### config.mk
export PLATFORM = sky130hd
export DESIGN_NAME = latency_injector
export DESIGN_NICKNAME = d
export VERILOG_FILES = /design/src/rtl/latency_injector.sv
export SDC_FILE = /design/constraint.sdc
export NUM_CORES = 1
export LEC_CHECK = 0
export CAP_MARGIN = 20
export CORE_MARGIN = 1
export CORE_UTILIZATION = 44
export DETAILED_ROUTE_END_ITERATION = 8
export PLACE_DENSITY = 0.82
export REMOVE_ABC_BUFFERS = 1
export SLEW_MARGIN = 0
export SYNTH_ARGS = -nofsm -noshare
export SYNTH_HDL_FRONTEND = slang
export SYNTH_SLANG_ARGS = --single-unit
### constraint.sdc
create_clock -name clk -period 2.4 [get_ports clk]
set_input_delay 0.48 -clock clk [delete_from_list [all_inputs] [get_ports clk]]
set_output_delay 0.48 -clock clk [all_outputs]
set_load 0.02 [all_outputs]
### src/rtl/latency_injector.sv
// Per-channel programmable latency stage. Each channel holds one payload for a
// captured number of cycles, then presents it until the downstream accepts it.
module latency_injector #(
    parameter int NUM_CHANNELS = 4,
    parameter int DATA_WIDTH   = 32,
    parameter int MAX_DELAY    = 15,
    localparam int CW          = $clog2(MAX_DELAY + 1)
) (
    input  logic                             clk,
    input  logic                             rst_n,
    input  logic [NUM_CHANNELS-1:0]          in_valid,
    output logic [NUM_CHANNELS-1:0]          in_ready,
    input  logic [NUM_CHANNELS*DATA_WIDTH-1:0] in_data,
    input  logic [NUM_CHANNELS*CW-1:0]       cfg_delay,
    input  logic [NUM_CHANNELS-1:0]          cfg_bypass,
    output logic [NUM_CHANNELS-1:0]          out_valid,
    input  logic [NUM_CHANNELS-1:0]          out_ready,
    output logic [NUM_CHANNELS*DATA_WIDTH-1:0] out_data,
    output logic [NUM_CHANNELS-1:0]          busy
);

    typedef enum logic [1:0] {
        IDLE    = 2'd0,
        COUNT   = 2'd1,
        PRESENT = 2'd2
    } state_t;

    for (genvar gi = 0; gi < NUM_CHANNELS; gi++) begin : g_ch
        state_t                state_reg;
        logic [CW-1:0]         cnt_reg;
        logic [DATA_WIDTH-1:0] data_reg;
        logic [CW-1:0]         delay_in;
        logic [CW-1:0]         delay_eff;
        logic [DATA_WIDTH-1:0] data_in;
        logic                  idle;
        logic                  present;
        logic                  bypass_pass;
        logic                  accept;

        assign delay_in = cfg_delay[gi*CW +: CW];
        assign data_in  = in_data[gi*DATA_WIDTH +: DATA_WIDTH];

        // Clamping only exists when the delay field can encode values above MAX_DELAY.
        if (((1 << CW) - 1) > MAX_DELAY) begin : g_clamp
            localparam logic [CW-1:0] MAX_D = CW'(MAX_DELAY);
            assign delay_eff = (delay_in > MAX_D) ? MAX_D : delay_in;
        end else begin : g_noclamp
            assign delay_eff = delay_in;
        end

        assign idle        = (state_reg == IDLE);
        assign present     = (state_reg == PRESENT);
        assign bypass_pass = rst_n & idle & cfg_bypass[gi] & in_valid[gi];
        assign accept      = idle & ~cfg_bypass[gi] & in_valid[gi];

        always_ff @(posedge clk) begin
            if (!rst_n) begin
                state_reg <= IDLE;
                cnt_reg   <= '0;
                data_reg  <= '0;
            end else begin
                case (state_reg)
                    IDLE: begin
                        if (accept) begin
                            data_reg <= data_in;
                            if (delay_eff == '0) begin
                                state_reg <= PRESENT;
                                cnt_reg   <= '0;
                            end else begin
                                state_reg <= COUNT;
                                cnt_reg   <= delay_eff - 1'b1;
                            end
                        end
                    end
                    COUNT: begin
                        if (cnt_reg == '0) begin
                            state_reg <= PRESENT;
                        end else begin
                            cnt_reg <= cnt_reg - 1'b1;
                        end
                    end
                    PRESENT: begin
                        if (out_ready[gi]) begin
                            state_reg <= IDLE;
                        end
                    end
                    default: state_reg <= IDLE;
                endcase
            end
        end

        // Outputs are forced quiet while reset is held, independent of the stored state.
        assign in_ready[gi]  = rst_n ? (idle & (cfg_bypass[gi] ? out_ready[gi] : 1'b1))
                                     : ~cfg_bypass[gi];
        assign out_valid[gi] = (rst_n & present) | bypass_pass;
        assign out_data[gi*DATA_WIDTH +: DATA_WIDTH] =
            (rst_n & present) ? data_reg :
            bypass_pass       ? data_in  : '0;
        assign busy[gi]      = rst_n & ~idle;
    end

endmodule

==> reports/results.txt, run 1 <==
Outcome - completed
Max reg flops - 128
Antenna violations before repair - 1
Slew HR - 62.2%
GPL Wtd Cong - 0.846
Setup crit start kind - input port
Synth warn - 0
Hold Vio Cnt, Final - 0
RSZ-0062 raised after global routing - no
Maximum vdd ir drop - 0.000490 V
Tot GR Track Use - 25.9%
Largest net degree at the start of global routing - 57
Crit share post-route - 99.4%
Fin. max-slew vios - 0
Worst R2R Setup Slack - 0.43 ns
Critical path fanouts, max - 32
Initial drt markers - 460
Drt pass-1 iters - 5
Synth area leaders - dfxtp_1, nand2_1, a22o_1, a21boi_0, a21oi_1
Nets - 1478
Place WS - -0.358 ns
Sequential power share - 40.2%
R2R Path End - g_ch[0].cnt_reg[0]$_SDFFE_PN0P_
Mapped Cells - 1016
Largest delay share family, worst path - buffers and inverters
Distinct cells, synth - 51
Worst path required time - 1.92 ns
CTS Root Cell - clkbuf_16
CP max stage delay - 0.48 ns
# setup viols final - 0
Most common cell in the netlist - nand2_1
Per-cell routed wire length - 15.2 µm
Hold_sp - g_ch[2].data_reg[15]$_SDFFE_PN0P_
Yosys reg bits - 152
Synth Flop Type - dfxtp_1
Die Wd - 134 µm
CTS sink count - 152
WS Path Type - input port to output pin
Initial Util - 45.6%
Post-synth top cells - nand2_1, dfxtp_1, a21oi_1, a22o_1, clkbuf_1
Final Skew - 0.0102 ns
Fill cells - 1444
CP arrival - 1.91 ns
Remaining DRCs - 0
Area of the mapped netlist - 7670 µm²
Number of clock buffers inserted by TritonCTS - 17
Post-Route WL - 23600 µm
Final worst path period need - 2.39 ns
Hold Path Sink - g_ch[2].data_reg[15]$_SDFFE_PN0P_
Leakage - 4.70 nW
Vias in the first global route - 7677
Layout cells sized above 1 - 16.2%
Worst path cell trace - clkdlybuf4s50_1 -> and4_1 -> buf_12 -> a22o_1 -> clkdlybuf4s15_1
Vias post-DR - 8259
Clock Power Share - 40.2%
Max Buffers Root-to-Sink - 2
Die area - 18000 µm²
Post-Syn Area per Cell - 7.55 µm²
Skew-Pair Late Insertion Delay - 0.42 ns
Worst-path clk slew - 0.06 ns
Multi-input logic area - 4300 µm²
Yosys top cell by area - dfxtp_1
Int Power - 0.00500 W
Final core occ - 67.9%
Post-DP HPWL - 16700 µm
Antenna-violating nets left - 0
Share of the synthesized area in the top cell type - 39.7%
First-pass GRT wire length - 37800 µm
Number of buffers added on ports - 297
Slowest-stage cell, CP - clkdlybuf4s50_1
Die H - 134 µm
H-tree depth - 4
Power share of the combinational group - 19.6%
Core box area - 16800 µm²
Net load switching power - 0.00184 W
Slew @ Worst Pin - 0.561 ns
Reg-to-Reg Start - g_ch[0].cnt_reg[0]$_SDFFE_PN0P_
GR Overflow Total - 0
Sw Ratio - 26.9%
Sequential share of the synthesized area - 39.7%
Vias per inst - 5.33
Worst Reg-to-Reg Cells - 6
Worst setup EP type - output pin
Peak Freq - 419 MHz
Area Overhead vs Synth - 48.9%
Total of max-cap violations - 0
Final worst setup slack - 0.0141 ns
Buffers and inverters on the worst path - 3
Type of the worst min-delay path - flip-flop to flip-flop
Ports - 298
CTS tree - yes
Register area - 3040 µm²
Async set or reset register ratio after synthesis - 0%
FP Rows - 47
WHS Path Cells - 2
Power density over the cells - 599 nW/µm²
EDFF count, synth - 0
-- cell usage in the layout, fill, tap and decap left out, types with 14 or more instances in the layout --
master	netlist	routed
nor2_1	24	23
clkbuf_16	0	17
a21oi_1	102	102
clkdlybuf4s50_1	0	155
a22o_1	102	102
o21ai_0	20	20
dfxtp_1	152	151
a21boi_0	74	74
nand2_1	334	334
buf_4	0	55
clkbuf_2	0	94
dlygate4sd2_1	0	30
buf_12	0	14
-- through the flow --
stage	area, µm²	power, W	TNS [ns]	std cells	hold slack [ns]
after detailed placement	11300	0.00421	-33.59	1517	0.448
after floorplan	7340	0.00342	-162.29	932	0.434
after global routing	11400	0.00713	0	1549	0.469
final	11400	0.00684	0	1549	0.454
after global placement	11300	0.00418	-31.37	1517	0.441
after CTS	11800	0.00691	0	1548	0.456
-- logic make-up after synthesis --
family,Yosys count,share of synthesized area [%]
compound gates,339,31.2
simple gates,423,23.6
fa+ha+maj,4,0.653
buf+inv,98,4.93
flops,152,39.7
-- timing repair --
item                                    in CTS  in global routing
resized for setup                          163                186
pin swaps                                    0                  0
buffers inserted                             0                  0
hold buffers                                 0                  0
endpoints found under the setup margin     137                125
-- routing by layer --
layer / GRT usage, % / part of all wire, %
met1: 32.4 / 42
met4: 7.99 / 1.4
met5: 0 / 0
met3: 6.54 / 7.9
met2: 43.6 / 48
-- worst max path at each step --
stage | startpoint | to | slack, ns | cells after the start
floorplan | rst_n | out_data[100] | -1.57 | 3
global placement | cfg_bypass[1] | out_data[37] | -0.36 | 5
detailed placement | cfg_bypass[1] | out_data[51] | -0.36 | 5
CTS | in_valid[2] | out_data[93] | 0.00002 | 5
global route | g_ch[3].state_reg[1]$_SDFFE_PN0P_ | out_data[122] | 0.0003 | 5
finish | in_valid[3] | out_data[102] | 0.01 | 5
-- layout make-up --
type	instances	area share, %
antenna	1	0.0219
sequential	152	26.7
timing repair buffer	365	27.6
clock inverter	11	1.26
tap	220	2.41
inverter	14	0.460
clock buffer	20	4.00
multi-input combinational	766	37.6
-- power groups by stage --
| stage | registers [W] | clock network (W) | logic (W) |
|---|---|---|---|
| global route | 0.00277 | 0.00290 | 0.00146 |
| floorplan | 0.00279 | 0 | 0.000630 |
| global placement | 0.00280 | 0 | 0.00138 |
| finish | 0.00275 | 0.00275 | 0.00134 |
| detailed placement | 0.00281 | 0 | 0.00140 |
| CTS | 0.00275 | 0.00280 | 0.00135 |
-- worst register-to-register path: stages, from the launching register on --
cell	delay, ns
dfxtp_1	0.33
inv_1	0.06
ha_1	0.20
or3b_2	0.47
a21oi_1	0.44
a21oi_1	0.08
o221a_2	0.28
No activity file was read; power rests on OpenSTA's default activity.
==> inputs of run 2 (changes only) <==
--- a/config.mk
+++ b/config.mk
@@ -6,11 +6,13 @@
 export NUM_CORES = 1
 export LEC_CHECK = 0
 export CAP_MARGIN = 20
+export CORE_ASPECT_RATIO = 0.75
 export CORE_MARGIN = 1
-export CORE_UTILIZATION = 44
+export CORE_UTILIZATION = 35
 export DETAILED_ROUTE_END_ITERATION = 8
-export PLACE_DENSITY = 0.82
+export PLACE_DENSITY = 0.67
 export REMOVE_ABC_BUFFERS = 1
+export SKIP_CTS_REPAIR_TIMING = 1
 export SLEW_MARGIN = 0
 export SYNTH_ARGS = -nofsm -noshare
 export SYNTH_HDL_FRONTEND = slang
==> run 2 against run 1 <==
Compared with the run above:
- clock power rose by 3%
- wire length up 6.1%
- final area rose by 6.4%
- worst hold slack got worse by 0.041 ns
- highest routed layer unchanged
- maximum frequency is 1.8% higher
- count of clock-buffer cells in the layout fell by 1
- worst setup slack better by 0.043 ns
- combinational power is 4% higher
- non-clock buffer count rose by 2
- clock skew about the same
==> reports/results.txt, run 2 (same netlist as run 1, synthesis figures left out) <==
Reg-to-Reg Start - g_ch[0].cnt_reg[0]$_SDFFE_PN0P_
Worst Reg-to-Reg Cells - 6 (unchanged)
R2R Path End - g_ch[0].cnt_reg[0]$_SDFFE_PN0P_
H-tree depth - 4 (unchanged)
Power density over the cells - 574 nW/µm² (-4.3%)
Fill cells - 1956 (+35%)
Per-cell routed wire length - 15.5 µm (+1.6%)
Critical path fanouts, max - 32 (unchanged)
Worst R2R Setup Slack - 0.41 ns (-0.02 ns)
FP Rows - 46 (-2.1%)
Slew @ Worst Pin - 0.571 ns (+0.0101 ns)
Vias in the first global route - 7512 (-2.1%)
CTS tree - yes
Final core occ - 57.1% (-11 points)
Die H - 130 µm (-2.9%)
Leakage - 6.43 nW (+37%)
Setup crit start kind - input port
Post-Route Setup TNS - 0 ns (unchanged)
CTS Root Cell - clkbuf_16
Antenna-violating nets left - 0 (unchanged)
Commonest non-fill, non-tap cell in the layout - nand2_1
Maximum vdd ir drop - 0.000371 V (-24%)
Placed Instances - 1587 (+4.6%)
Number of buffers added on ports - 297 (unchanged)
Outcome - completed
Final Skew - 0.0102 ns (+0.0000226 ns)
Hold Path Sink - g_ch[1].data_reg[24]$_SDFFE_PN0P_
Max Buffers Root-to-Sink - 2 (unchanged)
Antenna violations before repair - 0 (-1)
Peak Freq - 427 MHz (+1.8%)
Remaining DRCs - 0 (unchanged)
Core box area - 21300 µm² (+27%)
Nets - 1480 (+0.14%)
First-pass GRT wire length - 38900 µm (+2.8%)
Die area - 22500 µm² (+25%)
Max reg flops - 128 (unchanged)
Critical path depth - 5 (unchanged)
Die Wd - 173 µm (+29%)
# setup viols final - 0 (unchanged)
Largest net degree at the start of global routing - 48 (-16%)
Placed cell area - 11400 µm² (+0.38%)
Total of max-cap violations - 0 (unchanged)
Slowest-stage cell, CP - clkdlybuf4s50_1
Drt pass-1 iters - 5 (unchanged)
CP max stage delay - 0.53 ns (+0.05 ns)
ANT cells - 0 (-1)
Worst-path clk slew - 0.07 ns (about the same)
GPL Wtd Cong - 0.789 (-6.7%)
CTS sink count - 152 (unchanged)
Final worst path period need - 2.34 ns (-0.0432 ns)
Worst setup EP type - output pin
Buffers and inverters on the worst path - 3 (unchanged)
Post-Route WL - 25100 µm (+6.1%)
Hold_sp - rst_n
Crit share post-route - 97.6% (-1.8 points)
Ports - 298 (unchanged)
Worst path required time - 1.92 ns (about the same)
Post-route cell area - 12200 µm² (+6.4%)
WHS Path Cells - 2 (unchanged)
Tot GR Track Use - 21.3% (-4.5 points)
Area Overhead vs Synth - 58.5%
Initial Util - 36.0% (-9.6 points)
Vias per inst - 5.08 (-4.8%)
Layout cells sized above 1 - 10.3% (-5.9 points)
Total chip power - 0.00697 W (+1.9%)
WS Path Type - input port to output pin
Slew HR - 61.5% (-0.73 points)
Type of the worst min-delay path - input port to flip-flop
Fin. max-slew vios - 0 (unchanged)
Hold Vio Cnt, Final - 0 (unchanged)
Skew-Pair Late Insertion Delay - 0.42 ns (about the same)
Post-route insts no fill - 1618 (+4.5%)
Number of clock buffers inserted by TritonCTS - 17 (unchanged)
GR Overflow Total - 0 (unchanged)
CP arrival - 1.86 ns (-0.05 ns)
Initial drt markers - 548 (+19%)
Largest delay share family, worst path - buffers and inverters
Worst path cell trace - clkdlybuf4s50_1 -> and4_1 -> buf_12 -> a22o_1 -> dlymetal6s2s_1
Post-DP HPWL - 17600 µm (+5.6%)
Most frequent cells in the layout - nand2_1, clkdlybuf4s50_1, dfxtp_1
Vias post-DR - 8212 (-0.57%)
-- run 2: worst max path at each step --
stage	start	to	slack, ns
6_report	in_valid[0]	out_data[20]	0.06
5_1_grt	in_valid[0]	out_data[20]	-0.01
4_1_cts	in_valid[0]	out_data[28]	-0.36
3_5_place_dp	in_valid[0]	out_data[28]	-0.35
3_3_place_gp	in_valid[0]	out_data[28]	-0.35
2_1_floorplan	rst_n	out_data[100]	-1.57
-- run 2: layout make-up --
class / count / area (µm²) / area share (%)
flip-flops and latches: 152 / 3040 / 25.0
multi-input cells: 766 / 4290 / 35.3
inverters: 14 / 52.6 / 0.432
clock inverters: 12 / 165 / 1.36
well taps: 288 / 360 / 2.97
repair buffers: 367 / 3790 / 31.2
clock buffers: 19 / 453 / 3.73
-- run 2: layer usage --
metal  global-route usage, %  up-vias  part of all wire [%]
met2                    33.1      265                    44
met1                    29.6     3777                    49
met4                    5.83        0                   1.5
met3                    4.98       26                   5.6
li1                        -     4144                     -
met5                       0        -                     0
-- run 2: report_power, final --
group | switching [W] | leakage (nW) | total, W | internal [W]
clock network | 0.00112 | 0.293 | 0.00283 | 0.00170
registers | 0.0000840 | 1.24 | 0.00275 | 0.00267
logic | 0.000707 | 4.90 | 0.00139 | 0.000686
-- run 2: worst reg2reg max path: stages, from the launching register on --
cell     delay, ns
dfxtp_1       0.34
inv_1         0.06
ha_1          0.17
or3b_2        0.46
a21oi_1       0.47
a21oi_1       0.08
o221a_2       0.29
-- run 2: stage by stage --
step / worst slack, ns / hold WS (ns)
global placement: -0.350 / 0.442
detailed placement: -0.346 / 0.447
finish: 0.0573 / 0.413
global route: -0.0113 / 0.402
CTS: -0.356 / 0.397
floorplan: -1.57 / 0.434
